$ cat src/rtl/serial_rx_nibble.sv
// serial_rx_nibble: start/4-data/[parity]/stop receiver feeding a one-entry holding register with a VALID/READY handshake.
// Define PARITY_EN to add an even-parity bit between the data bits and the stop bit.
module serial_rx_nibble (
    input  logic       clk,
    input  logic       RST,
    input  logic       ENB,
    input  logic       DIR,
    input  logic       S_IN,
    input  logic       READY,
    output logic [3:0] Q,
    output logic       VALID,
    output logic       BUSY,
    output logic       FRAME_ERR,
    output logic       PAR_ERR,
    output logic       OVERRUN
);

`ifdef PARITY_EN
    typedef enum logic [1:0] {IDLE, DATA, PARITY, STOP} state_t;
`else
    typedef enum logic [1:0] {IDLE, DATA, STOP} state_t;
`endif

    state_t      state_q;
    logic [1:0]  cnt_q;
    logic [3:0]  shift_q;
    logic [3:0]  shift_d;
    logic        dir_q;
    logic [3:0]  q_q;
    logic        valid_q;
    logic        busy_q;
    logic        frameErr_q;
    logic        overrun_q;
    logic        stopGood;
    logic        goodStopEdge;
    logic        loadOk;
`ifdef PARITY_EN
    logic        parBad_q;
    logic        parErr_q;
`endif

    always_comb begin
        shift_d = dir_q ? {shift_q[2:0], S_IN} : {S_IN, shift_q[3:1]};
`ifdef PARITY_EN
        stopGood = S_IN && !parBad_q;
`else
        stopGood = S_IN;
`endif
        goodStopEdge = ENB && (state_q == STOP) && stopGood;
        // A full holding register can still take a new nibble if it is being drained on this edge.
        loadOk = !valid_q || READY;
    end

    always_ff @(posedge clk) begin
        if (RST) begin
            state_q    <= IDLE;
            cnt_q      <= 2'd0;
            shift_q    <= 4'd0;
            dir_q      <= 1'b0;
            q_q        <= 4'd0;
            valid_q    <= 1'b0;
            busy_q     <= 1'b0;
            frameErr_q <= 1'b0;
            overrun_q  <= 1'b0;
`ifdef PARITY_EN
            parBad_q   <= 1'b0;
            parErr_q   <= 1'b0;
`endif
        end else begin
            frameErr_q <= 1'b0;
`ifdef PARITY_EN
            parErr_q   <= 1'b0;
`endif
            if (goodStopEdge && loadOk) begin
                q_q     <= shift_q;
                valid_q <= 1'b1;
            end else begin
                if (goodStopEdge) begin
                    overrun_q <= 1'b1;
                end
                if (valid_q && READY) begin
                    valid_q <= 1'b0;
                end
            end

            if (ENB) begin
                case (state_q)
                    IDLE: begin
                        if (!S_IN) begin
                            state_q <= DATA;
                            cnt_q   <= 2'd0;
                            dir_q   <= DIR;
                            busy_q  <= 1'b1;
                        end
                    end
                    DATA: begin
                        shift_q <= shift_d;
                        cnt_q   <= cnt_q + 2'd1;
                        if (cnt_q == 2'd3) begin
`ifdef PARITY_EN
                            state_q <= PARITY;
`else
                            state_q <= STOP;
`endif
                        end
                    end
`ifdef PARITY_EN
                    PARITY: begin
                        // Even parity: data bits plus parity bit must XOR to zero.
                        parBad_q <= ^{shift_q, S_IN};
                        state_q  <= STOP;
                    end
`endif
                    STOP: begin
                        frameErr_q <= !S_IN;
`ifdef PARITY_EN
                        parErr_q   <= parBad_q;
`endif
                        state_q    <= IDLE;
                        busy_q     <= 1'b0;
                    end
                    default: begin
                        state_q <= IDLE;
                        busy_q  <= 1'b0;
                    end
                endcase
            end
        end
    end

    assign Q         = q_q;
    assign VALID     = valid_q;
    assign BUSY      = busy_q;
    assign FRAME_ERR = frameErr_q;
    assign OVERRUN   = overrun_q;
`ifdef PARITY_EN
    assign PAR_ERR   = parErr_q;
`else
    assign PAR_ERR   = 1'b0;
`endif

endmodule

$ cat config.mk
export PLATFORM = sky130hd
export DESIGN_NAME = serial_rx_nibble
export DESIGN_NICKNAME = d
export VERILOG_FILES = /design/src/rtl/serial_rx_nibble.sv
export SDC_FILE = /design/constraint.sdc
export NUM_CORES = 1
export LEC_CHECK = 0
export CAP_MARGIN = 20
export CORE_UTILIZATION = 53
export CTS_CLUSTER_SIZE = 24
export DETAILED_ROUTE_END_ITERATION = 6
export GPL_ROUTABILITY_DRIVEN = 0
export PLACE_DENSITY = 0.88
export SLEW_MARGIN = 20
export SYNTH_ARGS = -nofsm -noshare
export SYNTH_HDL_FRONTEND = slang
export SYNTH_SLANG_ARGS = --single-unit
$ cat constraint.sdc
create_clock -name clk -period 1.68 [get_ports clk]
set_input_delay 0.504 -clock clk [delete_from_list [all_inputs] [get_ports clk]]
set_output_delay 0.504 -clock clk [all_outputs]
set_load 0.01 [all_outputs]
# Yosys cells after proc, flatten, opt, wreduce, memory -nomap -nowiden
# Cells that the tools add are included.
# Widths: inputs -> output; s select.
# word_totals
regBits	17
# classes
bitwise	5
n_reduce_logical	17
addsub	1
n_eq_ne	5
muxes	10
# op_table
op	count
$reduce_and 3->1	4
$pmux 2 s2	2
$mux 2	3
$not 1->1	5
$eq 2x2->1 const B	2
$logic_and 1x1->1	4
$mux 4	1
$ne 2x2->1 const B	2
$reduce_and 2->1	2
$reduce_bool 2->1	2
$mux 1	3
$reduce_or 3->1	1
$add 2x1->2 const B	1
$eq 2x1->1 const B	1
$logic_not 1->1	2
$logic_not 2->1	1
$pmux 1 s2	1
$logic_or 1x1->1	1

# Longest topological paths before layout
# Gate-level depths: netlist of the first run.
# depth
ltp_word	6
ltp_mapped	5
ltp_nobuf	4

# Worst setup path before layout of the first run
# No wires, ideal clock.
# synth_path
path_type	input port to flip-flop
from	in ENB
to	reg q_q[0], in the netlist Q[0]
path_stages	4
arrival_ns	1.235
setup_time_ns	0.072
path_buffers	1
path_slack_ns	0.373
cell_sequence	buf_2 nand2_2 nor3b_4 mux2i_1
# synth_via
elab_chain_cells	3
# synth_lines
element	line	source
start, declared	6	input logic ENB,
$logic_and 1x1->1 (2 in a row)	49	goodStopEdge = ENB && (state_q == STOP) && stopGood;
$logic_and 1x1->1	74	if (goodStopEdge && loadOk) begin
end signal, assigned	75	q_q <= shift_q;
end, declared	29	logic [3:0] q_q;
# Every way passes these cells.
# A chain may end at the register's enable or synchronous reset.

# Worst setup path in the final report of the first run
# Ends and elaborated chain as after synthesis.

==> reports/qor.yml, run 1 <==
wl_met1_um: 758
grt_max_degree: 11
antenna_found_initial: 0
viasPerCell: 5.63
dr_wl_met2_um: 725
yosys-top-cells-area: "dfxtp_1 43%, mux2i_1 10%, nand2b_1 7.9%, a211oi_2 6.3%, nor2_1 3.8%"
avgSynthCellArea_sq_um: 9.92
grt_pass1_vias: 522
syn_nets: 87
hold_path_class: "reg -> reg"
cts_inserted_buffers: 3
slew_viol_final: 0
drcViolationCount: 0
final_util: 0.728
hpwlAfterDp_um: 1100
floorplan.die_area_sq_um: 1660
r2r_cells: 3
ys_ff_latch: 17
worstPathMaxFanout: 5
timing.fmax_mhz: 675
endpoint_kind: "flop"
timing.final.ws_setup_ns: 0.198
pwr-share-clk: 0.296
cp_data_arrival_time_ns: 1.72
swShare: 0.275
seqPwrFrac: 0.564
place_area_sq_um: 957
first_pass_iters: 4
design_power_total_uw: 780
die_y_um: 40.7
wl_per_cell_um: 14.0
synth_top_area_frac: 0.429
peakVddDrop_mv: 0.403
fin_crit_sh: 0.882
routed_wl_um: 1570
cp_slowest_stage_delay_ns: 0.56
skew_ns: 0.00473
start_kind: "primary input"
power_switching_uw: 214
leakagePower_uw: 0.000406
cts_tree: "built"
fin_nets: 105
start_util: 0.588
status: "finished, final reports clean"
yosysWarningCount: 0
dpl_worst_slack_ns: -0.110
r2r_start: "state_q[1]$_SDFFE_PP0P_"
cpMaxStageDelayCell: "clkdlybuf4s50_1"
required_ns: 1.92
final_area_sq_um: 982
core_area_sq_um: 1350
final-setup-viol-count: 0
period_minus_slack_ns: 1.48
finalHoldViolCount: 0
wl_met3_um: 63
path_cells: "clkdlybuf4s50_1 > nand2_2 > nor3b_4 > mux2i_1"
ant_nets: 0
netlist_instances: 80
ys_seq_area_frac: 0.429
h-tree-depth: 1
grt_overflow: 0
clock_latency_ns: 0.30
hp-start: "OVERRUN$_SDFFE_PP0P_"
synthDistinctLibCells: 27
p_per_area_nw_per_um2: 794
holdBufCountCts: 0
cts-root-buf: "clkbuf_4"
grt_pass1_wl_um: 2240
r2r-end: "Q[0]$_SDFFE_PP0P_"
r2r_slack_ns: 0.44
cp.depth: 4
maxCapViolCount: 0
drt_iter0_markers: 14
die_x_um: 40.7
critical_path_class: "in -> reg"
yosysTopAreaCell: "dfxtp_1"
port_buffers: 13
nFillCells: 101
rows: 13
ios: 15
crit_start: "ENB"
path_clk_slew_ns: 0.11
diodes: 0
rsz0062_at_grt: "false"
vias: 631
grtUsageTotal: 0.210
mappedNetlistArea_sq_um: 793
top_layer: "met4"
cts.sinks: 17
drive_gt1_frac: 0.196
syn2layout_area_growth_pct: 23.8
critPathCapture: "Q[0]$_SDFFE_PP0P_"
crit_family: "buffers and inverters"
cts_buffer_depth: 2
p_int_uw: 566
fin_tns_setup_ns: 0
p_comb_frac: 0.140
path_buf_inv: 1
## worst min path at each step
stage | end | depth (start not counted) | slack [ns]
finish | OVERRUN$_SDFFE_PP0P_ | 2 | 0.48
floorplan | cnt_q[1]$_SDFFE_PP0P_ | 2 | 0.45
global placement | OVERRUN$_SDFFE_PP0P_ | 2 | 0.45
CTS | OVERRUN$_SDFFE_PP0P_ | 2 | 0.48
global route | Q[0]$_SDFFE_PP0P_ | 2 | 0.51
detailed placement | OVERRUN$_SDFFE_PP0P_ | 2 | 0.47
## through the flow
step | cells | hold slack, ns
floorplan | 80 | 0.453
detailed placement | 108 | 0.467
global placement | 108 | 0.454
CTS | 112 | 0.485
finish | 112 | 0.477
global route | 112 | 0.513
## power groups by stage
| stage | Clock, uW | Combinational (uW) | Sequential (uW) |
|---|---|---|---|
| detailed placement | 0 | 109 | 447 |
| global route | 243 | 119 | 442 |
| floorplan | 0 | 73.5 | 442 |
| CTS | 231 | 109 | 439 |
| finish | 231 | 109 | 440 |
| global placement | 0 | 105 | 446 |
## state kept, by name, indices dropped and copies added (netlist names)
signal     count
state_q        2
dir_q          1
FRAME_ERR      1
cnt_q          2
OVERRUN        1
Q              4
shift_q        4
VALID          1
BUSY           1
## cell usage in the layout (no fill, tap or decap), types with 2 or more instances in the layout
| cell | count |
|---|---|
| dfxtp_1 | 17 |
| nor2_1 | 8 |
| clkbuf_4 | 3 |
| o21ai_0 | 2 |
| clkdlybuf4s50_1 | 5 |
| o31ai_1 | 2 |
| buf_4 | 7 |
| dlygate4sd2_1 | 6 |
| nor2b_1 | 2 |
| mux2i_1 | 8 |
| a21oi_1 | 5 |
| a211oi_2 | 4 |
| nand2b_1 | 10 |
| dlymetal6s2s_1 | 2 |
## worst min-delay path, stage by stage, from the launching register on
cell	delay, ns
dfxtp_1	0.34
a41oi_1	0.04
nor2_1	0.07
## synth_stat cells (all sizes together)
library cell and n:
a211oi 5, a21oi 5, a31oi 1, a41oi 1, and3b 1, buf 5
clkbuf 2, conb 1, dfxtp 17, ha 1, mux2 1, mux2i 8
nand2 2, nand2b 10, nand3 1, nand4b 1, nor2 8, nor2b 3
nor3b 1, nor4 1, o21ai 2, o31ai 2, or3b 1
## area by class of cell
cell class | instances | area [sq um] | share of cell area
Clock buffer | 3 | 22.5 | 0.0229
Clock inverter | 1 | 5.00 | 0.00510
Multi-Input combinational cell | 56 | 415 | 0.423
Sequential cell | 17 | 340 | 0.346
Tap cell | 15 | 18.8 | 0.0191
Timing Repair Buffer | 20 | 180 | 0.183
## per-layer routing
metal | up-vias | global-route usage
li1 | 314 | -
met1 | 296 | 0.258
met2 | 17 | 0.345
met3 | 4 | 0.0489
met4 | 0 | 0.100
met5 | - | 0
## what timing repair did
action / CTS / global route
setup buffers: 0 / 0
resized for setup: 6 / 2
setup endpoints to repair: 6 / 2
## cell families after synthesis
group / synth area share
adder cells (fa/ha/maj): 0.0158
AND/OR/NAND/NOR: 0.233
multiplexers: 0.115
AO/OA/AOI/OAI: 0.155
other: 0.00473
flip-flops: 0.429
buffers and inverters: 0.0473
Power figures use the tool's default switching activity.
==> inputs of run 2 (changes only) <==
--- a/config.mk
+++ b/config.mk
@@ -7,7 +7,7 @@
 export LEC_CHECK = 0
 export CAP_MARGIN = 20
 export CORE_UTILIZATION = 53
-export CTS_CLUSTER_SIZE = 24
+export CTS_CLUSTER_SIZE = 8
 export DETAILED_ROUTE_END_ITERATION = 6
 export GPL_ROUTABILITY_DRIVEN = 0
 export PLACE_DENSITY = 0.88
==> results of run 2 <==
No change in the layout: final DEF, timing and power equal those of run 1.
==> inputs of run 3 (changes only) <==
--- a/config.mk
+++ b/config.mk
@@ -7,10 +7,12 @@
 export LEC_CHECK = 0
 export CAP_MARGIN = 20
 export CORE_UTILIZATION = 53
+export CTS_CLUSTER_DIAMETER = 50
 export CTS_CLUSTER_SIZE = 8
 export DETAILED_ROUTE_END_ITERATION = 6
 export GPL_ROUTABILITY_DRIVEN = 0
 export PLACE_DENSITY = 0.88
+export SKIP_CTS_REPAIR_TIMING = 1
 export SLEW_MARGIN = 20
 export SYNTH_ARGS = -nofsm -noshare
 export SYNTH_HDL_FRONTEND = slang
==> run 3 against run 2 <==
Combinational power hardly changed. Critical path type unchanged. Global-route usage stayed put. Worst setup slack worse by 0.014 ns. Highest routed layer unchanged.
==> reports/qor.yml, run 3 (synthesis gave the netlist of run 1 again) <==
status: "finished, final reports clean"
wl_per_cell_um: 14.7  # +4.4%
dr_wl_met2_um: 809  # +12%
endpoint_kind: "flop"
seqPwrFrac: 0.567  # +0.003
die_y_um: 40.7  # unchanged
fin_crit_sh: 0.890  # +0.00822
path_cells: "clkdlybuf4s50_1 > nand2_2 > nor3b_4 > mux2i_1"
cts_tree: "built"
rsz0062_at_grt: "false"
first_pass_iters: 4  # unchanged
grt_overflow: 0  # unchanged
drcViolationCount: 0  # unchanged
die_x_um: 40.7  # unchanged
cts_inserted_buffers: 3  # unchanged
nFillCells: 93  # -7.9%
skew_ns: 0.00206  # -0.00267 ns
vias: 646  # +2.4%
grt_pass1_wl_um: 2240  # unchanged
leakagePower_uw: 0.000488  # +20%
maxCapViolCount: 0  # unchanged
viasPerCell: 5.77  # +2.4%
required_ns: 1.91  # about the same
worstPathMaxFanout: 5  # unchanged
start_kind: "primary input"
cpMaxStageDelayCell: "clkdlybuf4s50_1"
power_switching_uw: 209  # -2.2%
h-tree-depth: 1  # unchanged
r2r_cells: 3  # unchanged
slew_viol_final: 0  # unchanged
final-setup-viol-count: 0  # unchanged
wl_met3_um: 75  # +19%
pwr-share-clk: 0.291  # -0.005
final_util: 0.744  # +0.0167
critical_path_class: "in -> reg"
cp_slowest_stage_delay_ns: 0.56  # about the same
hpwlAfterDp_um: 1100  # unchanged
cts.sinks: 17  # unchanged
hold_path_class: "reg -> reg"
core_area_sq_um: 1350  # unchanged
rows: 13  # unchanged
port_buffers: 13  # unchanged
wl_met1_um: 744  # -1.8%
diodes: 0  # unchanged
p_per_area_nw_per_um2: 772  # -2.8%
crit_family: "buffers and inverters"
hold_slack_ns: 0.477  # -0.000186 ns
fin_cells: 112  # unchanged
drt_iter0_markers: 10  # -4
drive_gt1_frac: 0.196  # unchanged
cp.depth: 4  # unchanged
ant_nets: 0  # unchanged
regArea_sq_um: 340  # unchanged
finalHoldViolCount: 0  # unchanged
grt_pass1_vias: 523  # +0.19%
layout_commonest_cell: "dfxtp_1"
multi_input_area_sq_um: 415  # unchanged
start_util: 0.588  # unchanged
timing.fmax_mhz: 668  # -0.92%
cts-root-buf: "clkbuf_4"
peakVddDrop_mv: 0.390  # -3.3%
floorplan.die_area_sq_um: 1660  # unchanged
grt_max_degree: 11  # unchanged
period_minus_slack_ns: 1.50  # +0.0138 ns
p_comb_frac: 0.142  # +0.002
cts_buffer_depth: 2  # unchanged
path_buf_inv: 1  # unchanged
mostFrequentLayoutCells: "17 x dfxtp_1, 10 x nand2b_1, 8 x nor2_1, 8 x mux2i_1, 8 x dlymetal6s2s_1"
routed_wl_um: 1640  # +4.4%
grtUsageTotal: 0.210  # unchanged
clock_latency_ns: 0.30  # about the same
path_clk_slew_ns: 0.10  # about the same
ios: 15  # unchanged
fin_nets: 105  # unchanged
syn2layout_area_growth_pct: 26.7
cp_data_arrival_time_ns: 1.73  # about the same
hold_depth: 2  # unchanged
swShare: 0.270  # -0.00461
top_layer: "met4"
dp_cells: 108  # unchanged
p_int_uw: 566  # +0.11%
antenna_found_initial: 0  # unchanged
run 3: cell types whose count changed in the layout (fill, tap and decap cells not counted), sizes merged:
cell and change:
dlygate4sd2 -6, dlymetal6s2s +6
run 3: path summary, 6_finish.rpt:
check                               start                    to  slack [ns]
hold reg to reg      OVERRUN$_SDFFE_PP0P_  OVERRUN$_SDFFE_PP0P_        0.48
hold / removal       OVERRUN$_SDFFE_PP0P_  OVERRUN$_SDFFE_PP0P_        0.48
setup reg to reg  state_q[1]$_SDFFE_PP0P_     Q[0]$_SDFFE_PP0P_        0.39
setup / recovery                      ENB     Q[0]$_SDFFE_PP0P_        0.18
run 3: metrics by stage:
stage / instance area (sq um) / TNS [ns] / total power (uW) / worst slack (ns)
6_report: 1000 / 0 / 776 / 0.184
5_1_grt: 1000 / 0 / 806 / 0.122
4_1_cts: 985 / -0.0931 / 781 / -0.0525
3_5_place_dp: 957 / -0.672 / 556 / -0.110
3_3_place_gp: 957 / -0.413 / 551 / -0.0722
2_1_floorplan: 793 / 0 / 515 / 0.373
run 3: power groups by stage:
stage	Sequential (uW)	Combinational, uW	Clock (uW)
floorplan	442	73.5	0
global placement	446	105	0
detailed placement	447	109	0
CTS	439	110	231
global route	442	121	243
finish	440	110	226
run 3: layout make-up:
class | count | share of cell area
sequential | 17 | 0.339
clock inverter | 1 | 0.00498
tap | 15 | 0.0187
clock buffer | 3 | 0.0224
timing repair buffer | 20 | 0.202
multi-input combinational | 56 | 0.413
run 3: worst min-delay path, cell delays in order (launching register included):
cell and delay, ns:
dfxtp_1 0.34, a41oi_1 0.04, nor2_1 0.07
run 3: per-layer routing:
metal  up-vias  GRT usage
met2        21      0.345
met3         2     0.0489
met1       310      0.258
met4         0      0.100
li1        313          -
met5         -          0
